**config.mk**
```make
export PLATFORM = sky130hd
export DESIGN_NAME = piso_serializer
export DESIGN_NICKNAME = d
export VERILOG_FILES = /design/src/rtl/piso_pkg.sv /design/src/rtl/piso_bit_counter.sv /design/src/rtl/piso_serializer.sv
export SDC_FILE = /design/constraint.sdc
export NUM_CORES = 1
export LEC_CHECK = 0
export ABC_AREA = 1
export BUFFER_PORTS_ARGS = -buffer_cell sky130_fd_sc_hd__buf_2
export CORE_AREA = 2 2 39 41
export CTS_BUF_LIST = sky130_fd_sc_hd__clkbuf_8
export DETAILED_ROUTE_END_ITERATION = 10
export DIE_AREA = 0 0 41 43
export SLEW_MARGIN = 5
export SYNTH_ARGS = -nofsm -noshare
export SYNTH_HDL_FRONTEND = slang
export SYNTH_SLANG_ARGS = --single-unit
export TNS_END_PERCENT = 5
```
**constraint.sdc**
```tcl
create_clock -name clk -period 2.35 [get_ports clk]
set_input_delay 0.47 -clock clk [delete_from_list [all_inputs] [get_ports clk]]
set_output_delay 0.47 -clock clk [all_outputs]
set_load 0.005 [all_outputs]
```
**src/rtl/piso_pkg.sv**
```systemverilog
// Shared types and helpers for the parallel-in/serial-out serializer.
// Holds the FSM state encoding, default word width and counter sizing function.
package piso_pkg;

  typedef enum logic [1:0] {
    IDLE   = 2'd0,
    SHIFT  = 2'd1,
    PARITY = 2'd2
  } piso_state_t;

  localparam int PISO_DEFAULT_WIDTH = 4;

  // A 2-bit word still needs a 1-bit counter, so never return less than 1.
  function automatic int piso_count_width(input int width);
    return (width <= 2) ? 1 : $clog2(width);
  endfunction

endpackage

```
**src/rtl/piso_bit_counter.sv**
```systemverilog
// Bit position counter for piso_serializer: counts 0..WIDTH-1 and wraps.
// wrap flags the enabled cycle on which the counter returns to 0.
module piso_bit_counter
  import piso_pkg::*;
#(
  parameter int WIDTH = PISO_DEFAULT_WIDTH,
  localparam int CW = piso_count_width(WIDTH)
) (
  input  logic          clk,
  input  logic          reset,
  input  logic          clear,
  input  logic          enable,
  output logic [CW-1:0] count,
  output logic          wrap
);

  localparam logic [CW-1:0] LAST_IDX = CW'(WIDTH - 1);

  assign wrap = enable && (count == LAST_IDX);

  // clear wins over enable so a new frame always starts counting from bit 0.
  always_ff @(posedge clk or posedge reset) begin
    if (reset) begin
      count <= '0;
    end else if (clear) begin
      count <= '0;
    end else if (enable) begin
      count <= wrap ? '0 : count + 1'b1;
    end
  end

endmodule

```
**src/rtl/piso_serializer.sv**
```systemverilog
// Parallel-in/serial-out serializer with ready/valid/last framing.
// Define PISO_PARITY_EN to append an even-parity bit after each data word.
module piso_serializer
  import piso_pkg::*;
#(
  parameter int WIDTH     = PISO_DEFAULT_WIDTH,
  parameter bit MSB_FIRST = 1'b1
) (
  input  logic             clk,
  input  logic             reset,
  input  logic             load,
  input  logic [WIDTH-1:0] data_in,
  output logic             ready,
  output logic             serial_out,
  output logic             valid,
  output logic             last
);

  localparam int CW = piso_count_width(WIDTH);

  piso_state_t      state;
  piso_state_t      state_next;
  logic [WIDTH-1:0] shreg;
  logic [CW-1:0]    count;
  logic             wrap;
  logic             accept;
  logic             frame_end;
  logic             data_bit;

  piso_bit_counter #(
    .WIDTH (WIDTH)
  ) u_bit_counter (
    .clk    (clk),
    .reset  (reset),
    .clear  (accept),
    .enable (state == SHIFT),
    .count  (count),
    .wrap   (wrap)
  );

  assign data_bit = MSB_FIRST ? shreg[WIDTH-1] : shreg[0];

`ifdef PISO_PARITY_EN
  logic parity_q;

  always_ff @(posedge clk or posedge reset) begin
    if (reset) begin
      parity_q <= 1'b0;
    end else if (accept) begin
      parity_q <= ^data_in;
    end
  end

  assign frame_end = (state == PARITY);
`else
  assign frame_end = wrap;
`endif

  // Accepting during the final bit lets the next frame follow with no gap.
  assign ready  = (state == IDLE) || frame_end;
  assign accept = load && ready;
  assign last   = frame_end;
  assign valid  = (state != IDLE);

  always_comb begin
    serial_out = 1'b0;
    case (state)
      SHIFT:   serial_out = data_bit;
`ifdef PISO_PARITY_EN
      PARITY:  serial_out = parity_q;
`endif
      default: serial_out = 1'b0;
    endcase
  end

  always_ff @(posedge clk or posedge reset) begin
    if (reset) begin
      shreg <= '0;
    end else if (accept) begin
      shreg <= data_in;
    end else if (state == SHIFT) begin
      shreg <= MSB_FIRST ? {shreg[WIDTH-2:0], 1'b0} : {1'b0, shreg[WIDTH-1:1]};
    end
  end

  always_ff @(posedge clk or posedge reset) begin
    if (reset) begin
      state <= IDLE;
    end else begin
      state <= state_next;
    end
  end

  always_comb begin
    state_next = state;
    case (state)
      IDLE: begin
        if (accept) state_next = SHIFT;
      end
      SHIFT: begin
        if (wrap) begin
`ifdef PISO_PARITY_EN
          state_next = PARITY;
`else
          state_next = accept ? SHIFT : IDLE;
`endif
        end
      end
`ifdef PISO_PARITY_EN
      PARITY: begin
        state_next = accept ? SHIFT : IDLE;
      end
`endif
      default: state_next = IDLE;
    endcase
  end

endmodule

```
## After elaboration in Yosys (flattened, before gate mapping)

Index checks and enable logic that the tools add are counted.

| storage, ports and cells | value |
|---|---|
| word-level logic and storage cells | 25 |
| output and inout bits | 4 |
| bits of input ports | 7 |
| flip-flop bits (word level) | 8 |

| operators by class | value |
|---|---|
| equality and inequality tests | 4 |
| reductions and logical operators | 7 |
| add/sub/neg operators | 1 |
| muxes and demuxes | 10 |

Operator list:

| kind | number |
|---|---|
| $mux 2 | 5 |
| $mux 4 | 2 |
| $ne 2x2->1 const B | 2 |
| $pmux 2 s2 | 1 |
| $reduce_bool 2->1 | 2 |
| $add 2x1->2 const B | 1 |
| $eq 2x1->1 const B | 1 |
| $eq 2x2->1 const B | 1 |
| $logic_and 1x1->1 | 2 |
| $logic_not 2->1 | 1 |
| $mux 1 | 2 |
| $reduce_and 2->1 | 1 |
| $logic_or 1x1->1 | 1 |

## Depth between registers and ports, before layout

| depth | value |
|---|---|
| depth in word-level cells | 7 |
| mapped depth | 6 |
| mapped depth without buffers | 6 |

## Cells and area by module

From an unflattened synthesis, not the netlist that was laid out.

| second synthesis, totals | value |
|---|---|
| cells, all modules | 47 |
| area total of the unflattened synthesis | 365.4 µm² |

By module, submodules not included:

| module | area each (µm²) | seq. area each (µm²) | instances | cells an instance |
|---|---|---|---|---|
| piso_serializer | 245.2 | 125.1 | 1 | 31 |
| piso_bit_counter | 120.1 | 50.0 | 1 | 16 |

## Worst setup path after synthesis

OpenSTA, ideal clock, no wires.

| timing | value |
|---|---|
| kind | register to output |
| from | register u_bit_counter.count[0] |
| to | output port ready |
| arrival | 737 ps |
| slack | 1,143 ps |
| data required time | 1,880 ps |
| path buffers | 0 |
| stages on the path, launching flop included | 4 |
| cells stage by stage | dfrtp_1 ha_1 inv_1 nand2_2 |

| between the ends | value |
|---|---|
| word-level cells in the longest chain between the ends | 3 |

RTL lines:

| what | RTL line | text |
|---|---|---|
| start: declaration | piso_bit_counter.sv:13 | `output logic [CW-1:0] count,` |
| start signal: assignment | piso_bit_counter.sv:28 | `count <= wrap ? '0 : count + 1'b1;` |
| $eq 2x2->1 | piso_bit_counter.sv:19 | `assign wrap = enable && (count == LAST_IDX);` |
| $logic_and 1x1->1 | piso_bit_counter.sv:19 |  |
| $logic_or 1x1->1 | piso_serializer.sv:60 | `assign ready = (state == IDLE) \|\| frame_end;` |
| end: declaration | piso_serializer.sv:13 | `output logic ready,` |

No other way between the ends.

## Worst setup path in the final report

Ends and elaborated chain as after synthesis.

==> flow_summary.json <==
{
  "irDropWorstVdd_uv": 458.2,
  "grt_max_degree": 10,
  "ff2ff_setup_slack_ns": 1.25,
  "coreArea_um2": 1384,
  "drt_wl_total_um": 664,
  "power.net_switching_w": 0.0002015,
  "p_total_w": 0.0005669,
  "synthToLayoutAreaGrowth_pct": 33.70,
  "outcome": "finished clean",
  "power_density_nw_per_um2": 1241,
  "post_cts_buffers": 0,
  "clock_tree.buffer_depth": 2,
  "power_leakage_nw": 0.2586,
  "met2_length_um": 281,
  "critPathLaunch": "u_bit_counter.count[0]$_DFFE_PP0P_",
  "setup_tns_ns": 0,
  "maxSlewHeadroom_pct": 77.85,
  "clk-insertion-delay-late_ns": 0.23,
  "r2r_end": "shreg[2]$_DFFE_PP0P_",
  "synth_top_area_share_pct": 51.28,
  "ys_types": 9,
  "via_per_inst": 4.203,
  "grt_pass1_wl_mm": 1.179,
  "cts_max_level": 1,
  "die-area_um2": 1763,
  "end_kind": "output port",
  "rows": 14,
  "wl_met1_um": 315,
  "skew_ns": 0.0003163,
  "finalNetCount": 67,
  "holdCritPathClass": "in2async",
  "criticalPathCategory": "reg2out",
  "rsz0062_at_grt": "no",
  "n_antenna_cell": 0,
  "slew_viol_final": 0,
  "seq_area_frac_synth_pct": 51.28,
  "n_fill_cell": 149,
  "critPathRequiredTime_ns": 1.88,
  "cts_root_buffer": "clkbuf_8",
  "cts_tree": "built",
  "dr.max_layer_used": "met4",
  "grt_pass1_vias": 280,
  "globalplace.congestion": 0.6667,
  "finalSetupViolations": 0,
  "io_buffer_count": 10,
  "grt.overflow.total": 0,
  "wl_per_cell_um": 8.973,
  "r2r-start": "u_bit_counter.count[0]$_DFFE_PP0P_",
  "yosys_warnings": 0,
  "dp.cells": 70,
  "yosysMostFrequentCell": "nand2_1",
  "ctsHoldBuffers": 0,
  "met3_length_um": 52,
  "synth_area_leader_cell": "dfrtp_1",
  "reg2regPathDepth": 6,
  "finalHoldViolCount": 0,
  "track_usage_pct": 11.19,
  "drtPass1Iterations": 4,
  "grt_antenna_before_repair": 0,
  "dp_hpwl_um": 472.3,
  "synth_common_cells": "nand2_1 (14), nand3_1 (8), dfrtp_1 (7), inv_1 (7), nor2_1 (3)",
  "drive_above_1_share_pct": 27.59,
  "cp-start-kind": "flip-flop",
  "syn_inst": 44,
  "start_util_pct": 24.68,
  "ys.flop_type": "dfrtp_1",
  "postSynthAreaPerCell_um2": 7.763,
  "p_int_w": 0.0003654,
  "io_pins": 11,
  "clk_pin_slew_ns": 0.04,
  "ant_nets": 0,
  "synth_edf_count": 0,
  "switching_share_pct": 35.54,
  "finalNonFillerCells": 74,
  "tightest_slew_ns": 0.3319,
  "vias": 311,
  "fin_crit_ns": 1.640,
  "syn-cell-area_um2": 341.6,
  "comb_power_share_pct": 33.7,
  "cts.sinks": 7,
  "ys_ff_latch": 7,
  "min_period_over_period_pct": 69.79,
  "drtIter0Drc": 2,
  "max_freq_mhz": 609.7,
  "post_cts_resized": 0,
  "worstPathArrival_ns": 1.17,
  "power_frac_seq_pct": 36.5,
  "drc": 0,
  "ys_top_cells_by_area": "dfrtp_1 (51%), nand2_1 (15%), nand3_1 (12%)",
  "synth_nets": 52,
  "crit_path_max_fanout": 8,
  "die_x_um": 41,
  "p_clk_share_pct": 29.8,
  "die_y_um": 43,
  "async_flop_share_pct": 100.0,
  "drv_cap": 0,
  "cts_buffers": 3
}
==> through the flow <==
step                setup WS [ns]  hold WS, ns  utilization (%)  area (um2)
floorplan                   1.143       0.2734                -       341.6
global placement           0.9709       0.4105            29.75       411.6
detailed placement         0.9484       0.4111            29.75       411.6
CTS                        0.6978       0.1702            33.00       456.7
global route               0.6252       0.1911            33.00       456.7
finish                     0.7098       0.1626            33.00       456.7
==> worst max-delay path, stage by stage (launching register included) <==
cell	delay, ns
dfrtp_1	0.38
ha_1	0.21
inv_1	0.08
nand2_2	0.11
buf_2	0.16
==> state kept, by name, summed over array words and instances (netlist names) <==
register,cells
shreg,4
state,1
u_bit_counter.count,2
==> power by group through the flow <==
stage	Combinational (W)	Clock, W	Sequential [W]
2_1_floorplan	0.000131	0	0.000205
3_3_place_gp	0.000187	0	0.000208
3_5_place_dp	0.000193	0	0.000209
4_1_cts	0.000194	0.000175	0.000208
5_1_grt	0.000227	0.000183	0.000213
6_report	0.000191	0.000169	0.000207
==> routing by layer <==
metal,vias up,global-route usage [%]
met1,133,13.76
met2,12,12.19
met3,2,4.712
li1,164,-
met5,-,0
met4,0,14.00
==> kinds of logic (layout without fill, tap and decap cells) <==
group | after synthesis | after routing | synth area share [%]
and+or+nand+nor | 28 | 28 | 35.90
DFF | 7 | 7 | 51.28
buffers and inverters | 7 | 21 | 7.694
adders and majority gates | 1 | 1 | 3.662
AOI/OAI and AO/OA | 1 | 1 | 1.464
==> layout by cell type, fill, tap and decap left out, drive strengths merged <==
cell and instances:
buf 10, nand2 16, dfrtp 7, o21ai 1
clkbuf 3, inv 8, ha 1, nand3 8
nor2 4
==> area by class of cell <==
class	instances	area (um2)	share of cell area (%)
clock buffer	3	41.29	9.041
clock inverter	1	3.754	0.8219
inverter	7	26.28	5.753
multi-input combinational	30	140.1	30.68
sequential	7	175.2	38.36
tap	16	20.02	4.384
timing repair buffer	10	50.05	10.96
==> worst max-delay path by stage <==
stage               slack [ns]     to  cells past startpoint
floorplan                 1.14  ready                      3
global placement          0.97  ready                      4
detailed placement        0.95  ready                      4
CTS                       0.70  ready                      4
global route              0.63  ready                      4
finish                    0.71  ready                      4
(Power assumes the default switching activity.)
